### config.mk
export PLATFORM = sky130hd
export DESIGN_NAME = silife_grid_load_master
export DESIGN_NICKNAME = d
export VERILOG_FILES = /design/src/rtl/silife_grid_load_master.sv
export SDC_FILE = /design/constraint.sdc
export NUM_CORES = 1
export LEC_CHECK = 0
export CORE_AREA = 2 2 155 157
export CTS_CLUSTER_SIZE = 16
export DETAILED_ROUTE_END_ITERATION = 10
export DIE_AREA = 0 0 157 159
export PLACE_DENSITY = 0.8
export SYNTH_ARGS = -nofsm -noshare
export SYNTH_HDL_FRONTEND = slang
export SYNTH_SLANG_ARGS = --single-unit
### constraint.sdc
create_clock -name clk -period 16.8 [get_ports clk]
set_input_delay 3.36 -clock clk [delete_from_list [all_inputs] [get_ports clk]]
set_output_delay 3.36 -clock clk [all_outputs]
set_load 0.005 [all_outputs]
### src/rtl/silife_grid_load_master.sv
// Grid load serial master: turns row-write, control-write and enumerate
// commands into CS/CLK/DATA frames for the per-segment grid loaders.
module silife_grid_load_master #(
    parameter int unsigned WIDTH   = 32,
    parameter int unsigned CLK_DIV = 4
) (
    input  logic             clk,
    input  logic             reset,
    input  logic             i_cmd_valid,
    output logic             o_cmd_ready,
    input  logic [1:0]       i_cmd_type,
    input  logic [14:0]      i_cmd_segment,
    input  logic [15:0]      i_cmd_row,
    input  logic [WIDTH-1:0] i_cmd_cells,
    input  logic [23:0]      i_cmd_ctrl_addr,
    input  logic [31:0]      i_cmd_ctrl_data,
    input  logic             i_cmd_last,
    output logic             o_load_cs,
    output logic             o_load_clk,
    output logic             o_load_data,
    output logic             o_busy
);

    // Shift register fits the longest frame piece: header plus the larger payload.
    localparam int unsigned PAY_W = (WIDTH > 64) ? WIDTH : 64;
    localparam int unsigned SR_W  = 32 + PAY_W;
    localparam int unsigned DIV_W = $clog2(2 * CLK_DIV);
    localparam logic [DIV_W-1:0] LOW_END = DIV_W'(CLK_DIV - 1);
    localparam logic [DIV_W-1:0] BIT_END = DIV_W'(2 * CLK_DIV - 1);

    typedef enum logic [2:0] {S_IDLE, S_SHIFT, S_WAIT, S_HOLD, S_GAP} state_t;

    state_t            state_q, state_d;
    logic [DIV_W-1:0]  div_q, div_d;
    logic [15:0]       bits_q, bits_d;
    logic [SR_W-1:0]   sr_q, sr_d;
    logic              fill_q, fill_d;
    logic [1:0]        type_q, type_d;
    logic              last_q, last_d;
    logic              pend_valid_q, pend_valid_d;
    logic              cs_d, sclk_d, data_d, ready_d, busy_d;
    logic              start, pend_load;

    logic [1:0]        pend_type_q;
    logic [14:0]       pend_seg_q;
    logic [15:0]       pend_row_q;
    logic [WIDTH-1:0]  pend_cells_q;
    logic [23:0]       pend_addr_q;
    logic [31:0]       pend_data_q;
    logic              pend_last_q;

    logic              use_pend, with_hdr, accept;
    logic [1:0]        src_type;
    logic [14:0]       src_seg;
    logic [15:0]       src_row;
    logic [WIDTH-1:0]  src_cells;
    logic [23:0]       src_addr;
    logic [31:0]       src_data;
    logic              src_last;
    logic [SR_W-1:0]   ld_sr;
    logic [15:0]       ld_bits;
    logic              ld_fill;

    assign accept = i_cmd_valid && o_cmd_ready;

    // Build the left-aligned bit stream for the command about to be launched.
    always_comb begin
        use_pend  = (state_q == S_GAP);
        with_hdr  = (state_q != S_WAIT);
        src_type  = use_pend ? pend_type_q  : i_cmd_type;
        src_seg   = use_pend ? pend_seg_q   : i_cmd_segment;
        src_row   = use_pend ? pend_row_q   : i_cmd_row;
        src_cells = use_pend ? pend_cells_q : i_cmd_cells;
        src_addr  = use_pend ? pend_addr_q  : i_cmd_ctrl_addr;
        src_data  = use_pend ? pend_data_q  : i_cmd_ctrl_data;
        src_last  = use_pend ? pend_last_q  : i_cmd_last;
        ld_sr     = '0;
        ld_bits   = '0;
        ld_fill   = 1'b0;
        case (src_type)
            2'd0: begin
                if (with_hdr) begin
                    ld_sr   = SR_W'({1'b0, src_seg, src_row, src_cells}) << (SR_W - 32 - WIDTH);
                    ld_bits = 16'(32 + WIDTH - 1);
                end else begin
                    ld_sr   = SR_W'(src_cells) << (SR_W - WIDTH);
                    ld_bits = 16'(WIDTH - 1);
                end
            end
            2'd1: begin
                if (with_hdr) begin
                    ld_sr   = SR_W'({1'b0, src_seg, 16'hFFFF, 8'h00, src_addr, src_data}) << (SR_W - 96);
                    ld_bits = 16'd95;
                end else begin
                    ld_sr   = SR_W'({8'h00, src_addr, src_data}) << (SR_W - 64);
                    ld_bits = 16'd63;
                end
            end
            default: begin
                // Enumerate: leading 1 then N more ones; bit counter holds N.
                ld_sr   = '1;
                ld_bits = 16'(src_seg);
                ld_fill = 1'b1;
            end
        endcase
    end

    // Next-state and next-output logic of the frame sequencer.
    always_comb begin
        state_d      = state_q;
        div_d        = div_q;
        bits_d       = bits_q;
        sr_d         = sr_q;
        fill_d       = fill_q;
        type_d       = type_q;
        last_d       = last_q;
        pend_valid_d = pend_valid_q;
        cs_d         = o_load_cs;
        sclk_d       = o_load_clk;
        data_d       = o_load_data;
        start        = 1'b0;
        pend_load    = 1'b0;
        case (state_q)
            S_IDLE: begin
                if (accept && i_cmd_type != 2'd3) start = 1'b1;
            end
            S_SHIFT: begin
                div_d = div_q + DIV_W'(1);
                if (div_q == LOW_END) sclk_d = 1'b1;
                if (div_q == BIT_END) begin
                    sclk_d = 1'b0;
                    div_d  = '0;
                    if (bits_q != 16'd0) begin
                        bits_d = bits_q - 16'd1;
                        sr_d   = {sr_q[SR_W-2:0], fill_q};
                        data_d = sr_q[SR_W-2];
                    end else if (last_q) begin
                        state_d = S_HOLD;
                    end else begin
                        state_d = S_WAIT;
                    end
                end
            end
            S_WAIT: begin
                if (accept && i_cmd_type != 2'd3) begin
                    if (i_cmd_type == type_q && i_cmd_type != 2'd2) begin
                        start = 1'b1;
                    end else begin
                        pend_load    = 1'b1;
                        pend_valid_d = 1'b1;
                        state_d      = S_HOLD;
                        div_d        = '0;
                    end
                end
            end
            S_HOLD: begin
                div_d = div_q + DIV_W'(1);
                if (div_q == LOW_END) begin
                    cs_d    = 1'b1;
                    state_d = S_GAP;
                    div_d   = '0;
                end
            end
            S_GAP: begin
                div_d = div_q + DIV_W'(1);
                if (div_q == BIT_END) begin
                    div_d = '0;
                    if (pend_valid_q) begin
                        start        = 1'b1;
                        pend_valid_d = 1'b0;
                    end else begin
                        state_d = S_IDLE;
                    end
                end
            end
            default: state_d = S_IDLE;
        endcase
        if (start) begin
            state_d = S_SHIFT;
            div_d   = '0;
            cs_d    = 1'b0;
            sclk_d  = 1'b0;
            sr_d    = ld_sr;
            bits_d  = ld_bits;
            fill_d  = ld_fill;
            data_d  = ld_sr[SR_W-1];
            type_d  = src_type;
            last_d  = src_last || (src_type == 2'd2);
        end
        ready_d = (state_d == S_IDLE) || (state_d == S_WAIT);
        busy_d  = (state_d != S_IDLE);
    end

    // Sequencer state and registered pin outputs.
    always_ff @(posedge clk) begin
        if (reset) begin
            state_q      <= S_IDLE;
            div_q        <= '0;
            bits_q       <= '0;
            sr_q         <= '0;
            fill_q       <= 1'b0;
            type_q       <= 2'd0;
            last_q       <= 1'b0;
            pend_valid_q <= 1'b0;
            o_load_cs    <= 1'b1;
            o_load_clk   <= 1'b0;
            o_load_data  <= 1'b0;
            o_cmd_ready  <= 1'b1;
            o_busy       <= 1'b0;
        end else begin
            state_q      <= state_d;
            div_q        <= div_d;
            bits_q       <= bits_d;
            sr_q         <= sr_d;
            fill_q       <= fill_d;
            type_q       <= type_d;
            last_q       <= last_d;
            pend_valid_q <= pend_valid_d;
            o_load_cs    <= cs_d;
            o_load_clk   <= sclk_d;
            o_load_data  <= data_d;
            o_cmd_ready  <= ready_d;
            o_busy       <= busy_d;
        end
    end

    // Command that forced a frame close, replayed as a new frame after the gap.
    always_ff @(posedge clk) begin
        if (pend_load) begin
            pend_type_q  <= i_cmd_type;
            pend_seg_q   <= i_cmd_segment;
            pend_row_q   <= i_cmd_row;
            pend_cells_q <= i_cmd_cells;
            pend_addr_q  <= i_cmd_ctrl_addr;
            pend_data_q  <= i_cmd_ctrl_data;
            pend_last_q  <= i_cmd_last;
        end
    end

endmodule

Word-level counts from Yosys, hierarchy flattened --
Index checks and enable logic that the tools add are counted.
Word-level totals: bits in registers 249, latch bits 0, RAM bits 0, ROM bits 0, input port bits 125, output and inout port bits 5, word-level logic and storage cells 122, memories 0
Cells by class: add/sub/neg operators 2, multipliers 0, div/mod/pow operators 0, magnitude comparators 0, equality and inequality tests 16, shift operators 0, multiplexer cells 58, bitwise operators 0, reductions and logical operators 26
Operators with widths (count):
- two-way mux 95 bit | 5
- one-hot mux 96 bit (2 select lines) | 1
- two-way mux 96 bit | 1
- two-way mux 16 bit | 5
- two-way mux 32 bit | 2
- two-way mux 3 bit | 12
- one-hot mux 16 bit (2 select lines) | 1
- two-way mux 24 bit | 1
- two-way mux 1 bit | 22
- nonzero test 16 bit | 1
- subtractor 16 x 1 -> 16 bit, second input constant | 1
- two-way mux 15 bit | 1
- one-hot mux 3 bit (5 select lines) | 1
- nonzero test 2 bit | 7
- == test 3 x 2 -> 1 bit, second input constant | 4
- one-hot mux 3 bit (3 select lines) | 1
- inequality test 2 bit, second input constant | 4
- two-way mux 7 bit | 1
- == test 3 bit, second input constant | 2
- logical NOT 3 bit | 2
- two-way mux 6 bit | 1
- AND reduction 3 bit | 2
- nonzero test 3 bit | 2
- OR reduction 2 bit | 3
- 15 further kinds | 19

Depth between registers and ports, before layout --
Gate-level depths: netlist (run 1).
depth in word-level cells 8, depth in mapped cells 9, gate-level depth less buffers 7

Least setup slack after synthesis (run 1) --
OpenSTA, ideal clock, no wires.
kind input to register, start point input i_cmd_type[0], end point register pend_addr_q[0], enable pin, setup time 0.755 ns, arrival 12.094 ns, data required time 16.045 ns, path slack 3.951 ns, stages 4, path buffers 1, cell sequence clkbuf_1 > or3_1 > a21oi_1 > nor3_1
On the way: word-level cells in the longest chain between the ends 5, elaborated cells on any way between the ends 8, those cells by class eq/ne: 3; mux: 3; reduce/logical: 2
Ends and longest elaborated chain:
- from (decl) | line 11 | input logic [1:0] i_cmd_type,
- == test 2 bit / inequality test 2 bit (equally long branches) | line 146 | if (i_cmd_type == type_q && i_cmd_type != 2'd2) begin
- logical AND 1 bit | line 146
- two-way mux 1 bit | line 146
- two-way mux 1 bit (*) | line 145 | if (accept && i_cmd_type != 2'd3) begin
- two-way mux 1 bit (*) | line 123 | case (state_q)
- net pend_load | line 42 | logic start, pend_load;
- to (signal assigned) | line 234 | pend_addr_q <= i_cmd_ctrl_addr;
- to (decl) | line 48 | logic [23:0] pend_addr_q;
The timed path passes the listed nets; every way through them passes the cells marked *. A chain may end at the register's enable or synchronous reset.

Final worst setup path (run 1) --
start point input i_cmd_type[1], end point register sr_q[55]
On the way: word-level cells in the longest chain between the ends 7, elaborated cells on any way between the ends 18, those cells by class eq/ne: 4; mux: 7; reduce/logical: 7
Ends and longest elaborated chain:
- == test 2 bit / inequality test 2 bit (equally long branches) | line 146
- logical AND 1 bit | line 146
- two-way mux 1 bit | line 146
- two-way mux 1 bit | line 145
- one-hot mux 1 bit (3 select lines) | line 123
- nonzero test 2 bit (no source line)
- AND reduction 3 bit (no source line)
- to (signal assigned) | line 214 | sr_q <= sr_d;
- to (decl) | line 36 | logic [SR_W-1:0] sr_q, sr_d;
Several ways; a longest one is shown, not always the timed one.

==> results by group, run 1 <==
Logic synthesis
  • Syn nets: 1462
  • Cell count after synthesis: 1332
  • Post-synthesis adder-cell area fraction: 0.514%
  • XOR/XNOR Fraction of Synth Area: 0.647%
  • Seq/Total Area, Yosys: 51.0%
  • Mux cell area share after synthesis: 4.93%
  • Syn. warnings: 0
  • Syn_area_per_cell: 9.14 sq um
  • EDFF count, synth: 122
  • Flops & latches, synth: 249
  • Simple-gate area share of the yosys netlist: 20.3%
  • Post-synth top flop: dfxtp_1
  • Netlist cell types: 62
  • Post-synth ARST share: 0%
  • Complex-gate fraction of the synthesized area: 18.0%
  • Mapped cell area: 12200 sq um
  • Largest family of logic cells by synthesized area: simple AND/OR/NAND/NOR gates

Final layout
  • Finished Cell Area: 14600 sq um
  • Diode count: 0
  • Area delta synth->final: 19.5%
  • Final nets: 1506
  • Share of cells above drive strength 1: 6.59%
  • Commonest non-fill, non-tap cell in the layout: nand2_1
  • Leading cell types in the layout, fill and taps excluded: 164 x nand2_1, 127 x dfxtp_1, 127 x clkdlybuf4s50_1

GRT
  • Initial antenna violation count: 0
  • Largest net degree at the start of global routing: 94
  • GRT Util Overall: 29.1%
  • First-pass GRT wire length: 58000 microns
  • Vias in the first global route: 10500
  • Total gr overflow: 0

STA
  • Setup tns final: 0 ps
  • Max Freq: 0.158 GHz
  • Final Hold Vio Count: 0
  • Final setup fails: 0
  • Max-slew violations: 0
  • Actual slew at the worst max-slew pin: 1210 ps
  • Worst slew margin: 19.5%
  • Min cycle time layout: 6320 ps
  • RSZ-0062 raised after global routing: no
  • Fin crit share: 37.6%
  • Final clock skew: 15.2 ps

Critical path
  • Startpoint Class: primary input
  • CP Data Arrival Time: 6760 ps
  • Flop2flop setup slack: 12530 ps
  • R2R Path Start: state_q[0]
  • Worst-path maximum fanout: 89
  • Crit. End Element: flip-flop
  • Critical path endpoint: sr_q[55]
  • Crit path required time: 17240 ps
  • Critical path class: primary input to flip-flop
  • Worst Reg-to-Reg Cells: 6
  • RR Endpoint: sr_q[55]
  • Setup crit start: i_cmd_type[1]

Placement
  • Placed instance area: 13600 sq um
  • Routability cong.: 0.921
  • Post-detail-place hpwl: 23000 microns
  • Port buffer count: 129

Clock tree
  • Htree depth: 1
  • Skew-Pair Late Insertion Delay: 550 ps
  • CTS tree: built
  • Root Driver: clkbuf_16
  • Hold buffers post-CTS: 0
  • Clk sinks: 249
  • Deepest clock path buffer count: 3
  • Cts repair resizes: 0
  • Clk slew on worst S/H paths: 60 ps
  • Num CTS Buffers: 27
  • Post-CTS setup buffer count: 0

Min path
  • Hold WC Path Type: flip-flop to flip-flop
  • Min-delay src: sr_q[24]

Floorplan
  • Initial Util: 52.5%
  • Chip height: 159 microns
  • Area of the die: 25000 sq um
  • Core Footprint: 23200 sq um
  • Die W: 157 microns
  • Io pins: 130
  • Core Rows: 56

Detailed routing
  • Routed WL: 37300 microns
  • Via density: 6.56
  • Post-DRT Antenna Nets: 0
  • Via count: 11257
  • Per-cell routed wire length: 21.7 microns
  • # DRC: 0
  • Initial DRT Pass Iterations: 7
  • Initial DRC Count: 1446

Pwr
  • Maximum vdd drop: 89.6 uV
  • Static leakage: 5.06 nW
  • Pwr Density: 105 nW/um^2

Status
  • Run status: complete, no violations

Flow run
  • Max Cap Violations: 0
==> where the power goes <==
group | internal, mW | switching (mW) | total (mW)
sequential | 0.666 | 0.0213 | 0.687
combinational | 0.0795 | 0.113 | 0.192
clock | 0.393 | 0.249 | 0.642
==> layer usage <==
metal	global-route usage [%]	vias to the layer above	part of all wire (%)	wire length (microns)
met3	4.84	100	11	4180
met4	12.8	0	4.4	1650
met2	44.1	760	45	16800
met1	41.1	5312	39	14700
met5	0	-	0	0
li1	-	5085	-	-
==> cells in the mapped netlist, drive strengths merged (4+ instances only) <==
master / instances / area (sq um)
nor3b: 6 / 45.0
buf: 21 / 86.3
nand3: 71 / 355
inv: 17 / 63.8
o21ai: 71 / 355
o211ai: 7 / 52.6
and3: 14 / 87.6
a211o: 4 / 35.0
nand2: 164 / 616
a211oi: 39 / 293
o31ai: 10 / 75.1
a21o: 5 / 37.5
a311oi: 5 / 43.8
nor2: 62 / 233
nor3: 113 / 566
a22o: 5 / 43.8
or4: 7 / 56.3
o41ai: 4 / 35.0
mux2: 8 / 90.1
mux2i: 51 / 510
dfxtp: 127 / 2540
or3: 5 / 31.3
clkbuf: 112 / 420
nor4: 45 / 288
a21oi: 105 / 526
a31oi: 49 / 307
a2111oi: 9 / 78.8
edfxtp: 122 / 3660
o22ai: 4 / 25.0
ha: 5 / 62.6
a221oi: 7 / 61.3
a221o: 7 / 70.1
xnor2: 6 / 52.6
==> through the flow <==
step                      std cells  hold slack, ps  utilization [%]  setup WS [ps]  power (mW)
after floorplan                1332             432                -           3950       0.805
after global placement         1666             442             58.5          10030       0.881
after detailed placement       1666             459             58.5           9990       0.886
after CTS                      1716             472             62.7          10540        1.52
after global routing           1716             485             62.7          10270        1.57
final                          1716             471             62.7          10480        1.52
==> sequential cells by signal (all words and copies together) (netlist names), 2 cells and up <==
signal / cells
sr_q: 95
pend_cells_q: 32
pend_data_q: 32
pend_addr_q: 24
bits_q: 16
pend_row_q: 16
pend_seg_q: 15
div_q: 3
state_q: 3
pend_type_q: 2
type_q: 2
==> kinds of logic after synthesis <==
kind of cell / count (synthesis)
AOI/OAI and AO/OA: 348
and+or+nand+nor: 512
adders and majority gates: 5
muxes: 59
xor gates and xnor gates: 9
buffers and inverters: 150
DFF: 249
==> worst min path at each step <==
stage	cells after the start	end	slack, ps
after floorplan	2	last_q	430
after global placement	2	last_q	440
after detailed placement	2	last_q	460
after CTS	2	sr_q[25]	470
after global routing	2	sr_q[25]	490
final	2	sr_q[25]	470
==> critical path: stages <==
cell             delay [ps]
clkdlybuf4s50_1         600
nand2_1                 100
and4_1                  270
a21oi_4                 700
buf_4                   880
nor2_1                  460
a221oi_1                360
==> cell type report <==
class	count	area [sq um]
Fill cell	1900	8640
Sequential cell	249	6210
Multi-Input combinational cell	933	5480
Timing Repair Buffer	148	1430
Clock buffer	41	842
Tap cell	319	399
Clock inverter	9	134
Inverter	17	63.8
Power figures use the tool's default switching activity.
==> inputs of run 2 (changes only) <==
clock period = 6.6 ns   (was 16.8 ns; I/O delays follow)
==> results by group, run 2 (synthesized netlist as in run 1, its figures left out) <==
Detailed routing
  • Routed WL: 36800 microns (was 37300 microns)
  • Via density: 6.51 (was 6.56)
  • Post-DRT Antenna Nets: 0 (unchanged)
  • Initial DRC Count: 1777 (was 1446)
  • Initial DRT Pass Iterations: 6 (was 7)
  • Per-cell routed wire length: 21.4 microns (was 21.7 microns)
  • Via count: 11162 (was 11257)
  • # DRC: 0 (unchanged)

Final layout
  • Area delta synth->final: 18.7% (was 19.5%)
  • Commonest non-fill, non-tap cell in the layout: nand2_1 (unchanged)
  • Diode count: 0 (unchanged)
  • Share of cells above drive strength 1: 6.23% (was 6.59%)
  • Max FFs per register: 95 (unchanged)
  • Largest Register: sr_q (unchanged)
  • Top flop regs: sr_q: 95 flops, pend_cells_q: 32 flops, pend_data_q: 32 flops (unchanged)
  • Leading cell types in the layout, fill and taps excluded: 164 x nand2_1, 127 x dfxtp_1, 127 x clkdlybuf4s50_1 (unchanged)
  • Final nets: 1507 (was 1506)

Clock tree
  • Deepest clock path buffer count: 3 (unchanged)
  • Clk sinks: 249 (unchanged)
  • Post-CTS setup buffer count: 0 (unchanged)
  • Num CTS Buffers: 27 (unchanged)
  • CTS tree: built (unchanged)
  • Hold buffers post-CTS: 0 (unchanged)
  • Cts repair resizes: 0 (unchanged)
  • Clk slew on worst S/H paths: 60 ps (about the same)
  • Htree depth: 1 (unchanged)
  • Skew-Pair Late Insertion Delay: 540 ps (was 550 ps)
  • Root Driver: clkbuf_16 (unchanged)

Floorplan
  • Core Footprint: 23200 sq um (unchanged)
  • Chip height: 159 microns (unchanged)
  • Initial Util: 52.5% (unchanged)
  • Io pins: 130 (unchanged)
  • Core Rows: 56 (unchanged)
  • Die W: 157 microns (unchanged)
  • Area of the die: 25000 sq um (unchanged)

Critical path
  • Crit path required time: 6940 ps (was 17240 ps)
  • Setup crit start: state_q[0] (was i_cmd_type[1])
  • R2R Path Start: state_q[0] (unchanged)
  • Critical path's slowest cell: nor2_1 (was buf_4)
  • Max incr delay on CP: 1030 ps (was 880 ps)
  • Worst-path maximum fanout: 70 (was 89)
  • Critical path class: flip-flop to flip-flop (was primary input to flip-flop)
  • Crit path cell chain: or3b_4 > buf_4 > mux2_2 > nor2_1 > a221oi_1 (was clkdlybuf4s50_1 > nand2_1 > and4_1 > a21oi_4 > buf_4 > nor2_1 > a221oi_1)
  • Crit. End Element: flip-flop (unchanged)
  • CP Data Arrival Time: 4710 ps (was 6760 ps)
  • Startpoint Class: flip-flop (was primary input)

STA
  • Actual slew at the worst max-slew pin: 1260 ps (was 1210 ps)
  • Final setup fails: 0 (unchanged)
  • Final Hold Vio Count: 0 (unchanged)
  • RSZ-0062 raised after global routing: no (unchanged)
  • Max-slew violations: 0 (unchanged)
  • Worst slew margin: 16.2% (was 19.5%)
  • Setup tns final: 0 ps (unchanged)
  • Setup WS post-layout: 2230 ps (was 10480 ps)
  • Final clock skew: 14.7 ps (was 15.2 ps)
  • Fin crit share: 66.2%
  • Max Freq: 0.229 GHz
  • Min cycle time layout: 4370 ps

Pwr
  • Seq pwr share: 47.1% (was 45.2%)
  • Int Pwr: 2.76 mW (was 1.14 mW)
  • Static leakage: 5.02 nW (was 5.06 nW)
  • Sw Pwr: 0.951 mW (was 0.383 mW)
  • Net Sw Frac: 25.6% (was 25.2%)
  • Clock share of power: 39.7% (was 42.2%)
  • Pwr Density: 257 nW/um^2 (was 105 nW/um^2)
  • Logic pwr share: 13.2% (was 12.6%)
  • Maximum vdd drop: 217 uV (was 89.6 uV)

GRT
  • Initial antenna violation count: 0 (unchanged)
  • Largest net degree at the start of global routing: 114 (was 94)
  • Vias in the first global route: 10403 (was 10500)
  • Total gr overflow: 0 (unchanged)
  • GRT Util Overall: 28.5% (was 29.1%)
  • First-pass GRT wire length: 57100 microns (was 58000 microns)

Min path
  • Hold WC Path Type: flip-flop to flip-flop (unchanged)
  • Min-delay src: sr_q[25] (was sr_q[24])

Status
  • Run status: complete, no violations (unchanged)

Placement
  • Port buffer count: 129 (unchanged)
  • Pre-CTS setup slack: 2060 ps (was 9990 ps)
  • Post-detail-place hpwl: 22800 microns (was 23000 microns)
  • Routability cong.: 0.952 (was 0.921)

Flow run
  • Max Cap Violations: 0 (unchanged)
-- run 2: cell count changes in the layout (fill, tap and decap cells not counted), sizes merged --
cell,delta
clkinvlp,-1
buf,+1
clkinv,+4
clkbuf,-4
bufinv,-1
-- run 2: worst max-delay path, delay by kind of cell, from the launching register on --
kind	cells	cell delay, ps
and+or+nand+nor	2	1620
DFF	1	850
buffers and inverters	1	730
muxes	1	700
AOI/OAI and AO/OA	1	230
-- run 2: layer usage --
| layer | vias up | track usage [%] | share of wire, % |
|---|---|---|---|
| li1 | 5084 | - | - |
| met1 | 5260 | 40.4 | 41 |
| met2 | 715 | 44.1 | 45 |
| met3 | 103 | 4.41 | 10 |
| met4 | 0 | 10.9 | 3.9 |
| met5 | - | 0 | 0 |
-- run 2: through the flow --
stage,power (mW),instance area (sq um),hold WS (ps),utilization [%],std cells
2_1_floorplan,2.05,12200,432,-,1332
3_3_place_gp,2.24,13600,458,58.6,1667
3_5_place_dp,2.25,13600,464,58.6,1667
4_1_cts,3.71,14500,477,62.3,1715
5_1_grt,3.82,14500,497,62.3,1715
6_report,3.71,14500,470,62.3,1715
-- run 2: path summary, 6_finish.rpt --
| kind | cells after the start | end | slack [ps] |
|---|---|---|---|
| max | 5 | sr_q[94] | 2230 |
| min | 2 | sr_q[26] | 470 |
| max reg2reg | 5 | sr_q[94] | 2230 |
| min reg2reg | 2 | sr_q[26] | 470 |
-- run 2: area by class of cell --
class / instances / area (sq um)
Sequential cell: 249 / 6210
Clock buffer: 37 / 743
Clock inverter: 11 / 108
Multi-Input combinational cell: 933 / 5480
Tap cell: 319 / 399
Inverter: 17 / 63.8
Fill cell: 1887 / 8740
Timing Repair Buffer: 149 / 1450
-- run 2: power groups by stage --
| stage | Combinational [mW] | Clock (mW) | Sequential (mW) |
|---|---|---|---|
| 2_1_floorplan | 0.288 | 0 | 1.76 |
| 3_3_place_gp | 0.467 | 0 | 1.77 |
| 3_5_place_dp | 0.476 | 0 | 1.78 |
| 4_1_cts | 0.480 | 1.48 | 1.75 |
| 5_1_grt | 0.526 | 1.54 | 1.75 |
| 6_report | 0.489 | 1.48 | 1.75 |
==> inputs of run 3 (changes only) <==
clock period = 4.6 ns   (was 6.6 ns; I/O delays follow)
==> results by group, run 3 (synthesized netlist as in run 1, its figures left out) <==
Placement
  • Routability cong.: 0.893 (was 0.952)
  • Port buffer count: 129 (unchanged)
  • Post-detail-place hpwl: 23200 microns (was 22800 microns)

Detailed routing
  • Via count: 11261 (was 11162)
  • Per-cell routed wire length: 21.1 microns (was 21.4 microns)
  • Initial DRT Pass Iterations: 5 (was 6)
  • # DRC: 0 (unchanged)
  • Initial DRC Count: 1380 (was 1777)
  • Post-DRT Antenna Nets: 0 (unchanged)
  • Routed WL: 36500 microns (was 36800 microns)
  • Via density: 6.51 (about the same)

Clock tree
  • Deepest clock path buffer count: 3 (unchanged)
  • Skew-Pair Late Insertion Delay: 540 ps (about the same)
  • Root Driver: clkbuf_16 (unchanged)
  • Num CTS Buffers: 28 (was 27)
  • Clk slew on worst S/H paths: 60 ps (about the same)
  • Cts repair resizes: 0 (unchanged)
  • Hold buffers post-CTS: 0 (unchanged)
  • Clk sinks: 249 (unchanged)
  • Post-CTS setup buffer count: 0 (unchanged)
  • Htree depth: 1 (unchanged)
  • CTS tree: built (unchanged)

Floorplan
  • Core Rows: 56 (unchanged)
  • Core Footprint: 23200 sq um (unchanged)
  • Area of the die: 25000 sq um (unchanged)
  • Die W: 157 microns (unchanged)
  • Chip height: 159 microns (unchanged)
  • Io pins: 130 (unchanged)
  • Initial Util: 52.5% (unchanged)

STA
  • Worst slew margin: 18.1% (was 16.2%)
  • Worst hold slack: 476 ps (was 470 ps)
  • Fin crit share: 72.2% (was 66.2%)
  • Max Freq: 0.301 GHz (was 0.229 GHz)
  • RSZ-0062 raised after global routing: no (unchanged)
  • Max-slew violations: 0 (unchanged)
  • Final clock skew: 15.4 ps (was 14.7 ps)
  • Final setup fails: 0 (unchanged)
  • Setup tns final: 0 ps (unchanged)
  • Final Hold Vio Count: 0 (unchanged)
  • Min cycle time layout: 3320 ps (was 4370 ps)
  • Actual slew at the worst max-slew pin: 1220 ps (was 1260 ps)

Critical path
  • Crit. End Element: flip-flop (unchanged)
  • Critical path class: flip-flop to flip-flop (unchanged)
  • CP Data Arrival Time: 3710 ps (was 4710 ps)
  • Crit path required time: 4990 ps (was 6940 ps)
  • RR Endpoint: sr_q[93] (was sr_q[94])
  • Worst Reg-to-Reg Cells: 6 (was 5)
  • Flop2flop setup slack: 1280 ps (was 2230 ps)
  • R2R Path Start: state_q[0] (unchanged)
  • Startpoint Class: flip-flop (unchanged)
  • Setup crit start: state_q[0] (unchanged)
  • Worst-path maximum fanout: 87 (was 70)

Final layout
  • Diode count: 0 (unchanged)
  • Top flop regs: sr_q: 95 flops, pend_cells_q: 32 flops, pend_data_q: 32 flops (unchanged)
  • Final nets: 1518 (was 1507)
  • Commonest non-fill, non-tap cell in the layout: nand2_1 (unchanged)
  • Leading cell types in the layout, fill and taps excluded: 163 x nand2_1, 127 x dfxtp_1, 127 x clkdlybuf4s50_1 (was 164 x nand2_1, 127 x dfxtp_1, 127 x clkdlybuf4s50_1)
  • Largest Register: sr_q (unchanged)
  • Area delta synth->final: 20.6% (was 18.7%)
  • Share of cells above drive strength 1: 7.16% (was 6.23%)
  • Max FFs per register: 95 (unchanged)
  • Post-layout util: 63.3% (was 62.3%)

GRT
  • GRT Util Overall: 28.4% (was 28.5%)
  • Largest net degree at the start of global routing: 99 (was 114)
  • Initial antenna violation count: 0 (unchanged)
  • First-pass GRT wire length: 57400 microns (was 57100 microns)
  • Total gr overflow: 0 (unchanged)
  • Vias in the first global route: 10559 (was 10403)

Pwr
  • Pwr Density: 369 nW/um^2 (was 257 nW/um^2)
  • Static leakage: 5.13 nW (was 5.02 nW)
  • Maximum vdd drop: 278 uV (was 217 uV)

Status
  • Run status: complete, no violations (unchanged)

Min path
  • Hold path depth: 2 (unchanged)
  • Worst Hold End: sr_q[2] (was sr_q[26])
  • Hold WC Path Type: flip-flop to flip-flop (unchanged)
  • Min-delay src: sr_q[1] (was sr_q[25])

Flow run
  • Max Cap Violations: 0 (unchanged)
==> run 3: cell type report <==
type	instances	area [sq um]
timing repair buffer	159	1600
tap	319	399
clock buffer	48	888
clock inverter	4	23.8
multi-input combinational	933	5510
fill	1898	8510
inverter	17	63.8
sequential	249	6210
==> run 3: power breakdown <==
| part | leakage [nW] | internal [mW] | switching [mW] |
|---|---|---|---|
| logic | 2.54 | 0.307 | 0.413 |
| registers | 2.14 | 2.43 | 0.0778 |
| clock network | 0.449 | 1.30 | 0.881 |
| total | 5.13 | 4.04 | 1.37 |
==> run 3: stage by stage <==
step | std cells | cell area [sq um] | power [mW] | worst slack (ps)
after floorplan | 1332 | 12300 | 2.95 | -11.8
after global placement | 1677 | 13800 | 3.23 | 1110
after detailed placement | 1677 | 13800 | 3.25 | 1020
after CTS | 1729 | 14700 | 5.40 | 1460
after global routing | 1729 | 14700 | 5.59 | 1080
final | 1729 | 14700 | 5.42 | 1280
==> run 3: critical path, cell delays in order (launching register included) <==
cell and delay, ps:
dfxtp_1 840, or3b_4 420, buf_4 810, mux2i_1 580
a21oi_1 140, nor3_1 160, nor4_1 70
==> run 3: worst max-delay path by stage <==
stage                           to  depth (start not counted)
finish                    sr_q[93]                          6
global route              sr_q[93]                          6
CTS                       sr_q[93]                          6
detailed placement          o_busy                          6
global placement           sr_q[0]                          7
floorplan           pend_addr_q[0]                          4
==> run 3: metal layers <==
layer / GRT usage, % / up-vias / part of all wire (%)
met5: 0 / - / 0
met4: 9.84 / 0 / 3.1
met3: 4.57 / 94 / 10
met2: 42.9 / 681 / 45
met1: 41.6 / 5379 / 41
li1: - / 5107 / -
==> RTL change, RTL diff (settings of run 1) <==
`CLK_DIV`: 4 -> 8.
--- a/src/rtl/silife_grid_load_master.sv
+++ b/src/rtl/silife_grid_load_master.sv
@@ -2,7 +2,7 @@
 // commands into CS/CLK/DATA frames for the per-segment grid loaders.
 module silife_grid_load_master #(
     parameter int unsigned WIDTH   = 32,
-    parameter int unsigned CLK_DIV = 4
+    parameter int unsigned CLK_DIV = 8
 ) (
     input  logic             clk,
     input  logic             reset,
Formal check against the unedited RTL: not equivalent (a bounded check fails within 10 cycles, from zero or initial values and one cycle with reset high).
==> RTL change against run 1 <==
Clock skew is 0.0069 ns lower. Die area is the same. Setup slack better by 0.080 ns. Sequential power fell by 0.9%. Via count up 3.3%. Routed wire length increased by 1.4%. Critical path depth is 1 lower. Synthesized area rose by 3.8%. Power fell by 6.3%. Combinational power decreased by 3%. Sequential cell count grew 1. Final area grew 1.3%. First-iteration DRC count rose by 12%. Critical path type unchanged. Largest cell class unchanged. Largest power group unchanged.
==> RTL change: results <==
{
  "crit_arrival_ns": 6.67,
  "grt_pass1_wl_um": 59300,
  "grt_max_degree": 123,
  "clock_skew_ns": 0.00827,
  "syn-num-nets": 1513,
  "drt_iter0_markers": 1621,
  "drive_above_1_share_pct": 5.79,
  "ys_types": 78,
  "synth_commonest_cells": "nand2_1, dfxtp_1, edfxtp_1, nand3_1, a21oi_1",
  "wl_per_cell_um": 21.3,
  "grt_pass1_vias": 10793,
  "fin_nets": 1559,
  "outcome": "finished, final reports clean",
  "track_usage_pct": 29.6,
  "synth_area_leaders": "edfxtp_1, dfxtp_1, nand2_1, mux2i_1, nand3_1",
  "htreeDepth": 1,
  "fill_cells": 1896,
  "cellLeakagePower_nw": 5.24,
  "dp_hpwl_um": 23900,
  "drt_first_pass_iters": 6,
  "gp_congestion": 0.914,
  "clk_latency_ns": 0.53,
  "via_count": 11632,
  "sw_frac_of_total_pct": 25.5,
  "synth.yosys.warnings": 0,
  "worst_ir_drop_vdd_mv": 0.0802
}
## RTL change: cell types whose count changed in the layout (fill, tap and decap cells not counted), sizes merged, moves of 30 or more
cell and delta:
nor4 -30, nand2 +57, nor3 -82, a22oi +33
nand3 +40, a211oi -31
## RTL change: final timing paths
| kind | start | endpoint | slack, ns | cells past startpoint |
|---|---|---|---|---|
| setup reg to reg | bits_q[0]$_SDFFE_PP0P_ | sr_q[23]$_SDFFE_PP0P_ | 12.71 | 8 |
| hold / removal | sr_q[72]$_SDFFE_PP0P_ | sr_q[72]$_SDFFE_PP0P_ | 0.47 | 2 |
| hold reg to reg | sr_q[72]$_SDFFE_PP0P_ | sr_q[72]$_SDFFE_PP0P_ | 0.47 | 2 |
| setup / recovery | i_cmd_type[0] | bits_q[8]$_SDFFE_PP0P_ | 10.56 | 6 |
## RTL change: layout make-up
cell class                 count  share of cell area, %
clock buffer                  41                   5.35
sequential                   250                   42.2
multi-input combinational    993                   39.5
inverter                      13                  0.348
timing repair buffer         147                   9.66
tap                          319                   2.71
clock inverter                 8                  0.229
## RTL change: cell families (layout without fill, tap and decap cells)
logic type,count (synthesis),count (layout),synth area share [%]
buf+inv,143,209,5.00
flops,250,250,49.3
mux,71,71,5.79
simple gates,500,500,18.5
fa+ha+maj,2,2,0.198
compound gates,415,415,20.9
xor+xnor,5,5,0.347
## RTL change: critical path: stages
cell,delay [ns]
clkdlybuf4s50_1,0.40
buf_4,0.28
a2111oi_0,0.97
a21o_4,0.98
nor3_1,0.15
a2111oi_2,0.39
## RTL change: per-layer routing
metal | up-vias | part of all wire (%) | track usage [%]
met5 | - | 0 | 0
met4 | 0 | 4.3 | 12.1
met3 | 105 | 11 | 5.01
met2 | 779 | 44 | 44.0
met1 | 5487 | 41 | 42.8
li1 | 5261 | - | -
## RTL change: power groups by stage
stage / clock [mW] / sequential, mW / combinational, mW
2_1_floorplan: 0 / 0.689 / 0.111
3_3_place_gp: 0 / 0.692 / 0.176
3_5_place_dp: 0 / 0.693 / 0.181
4_1_cts: 0.562 / 0.680 / 0.182
5_1_grt: 0.587 / 0.683 / 0.201
6_report: 0.557 / 0.681 / 0.186
## RTL change: stage by stage
stage	instance area, um2	instances	power, mW	util [%]	setup WS, ns
finish	14700	1771	1.43	63.6	10.56
global route	14700	1771	1.47	63.6	10.37
CTS	14700	1771	1.42	63.6	10.65
detailed placement	13900	1722	0.874	60.0	10.12
global placement	13900	1722	0.868	60.0	10.20
floorplan	12600	1386	0.800	-	9.72
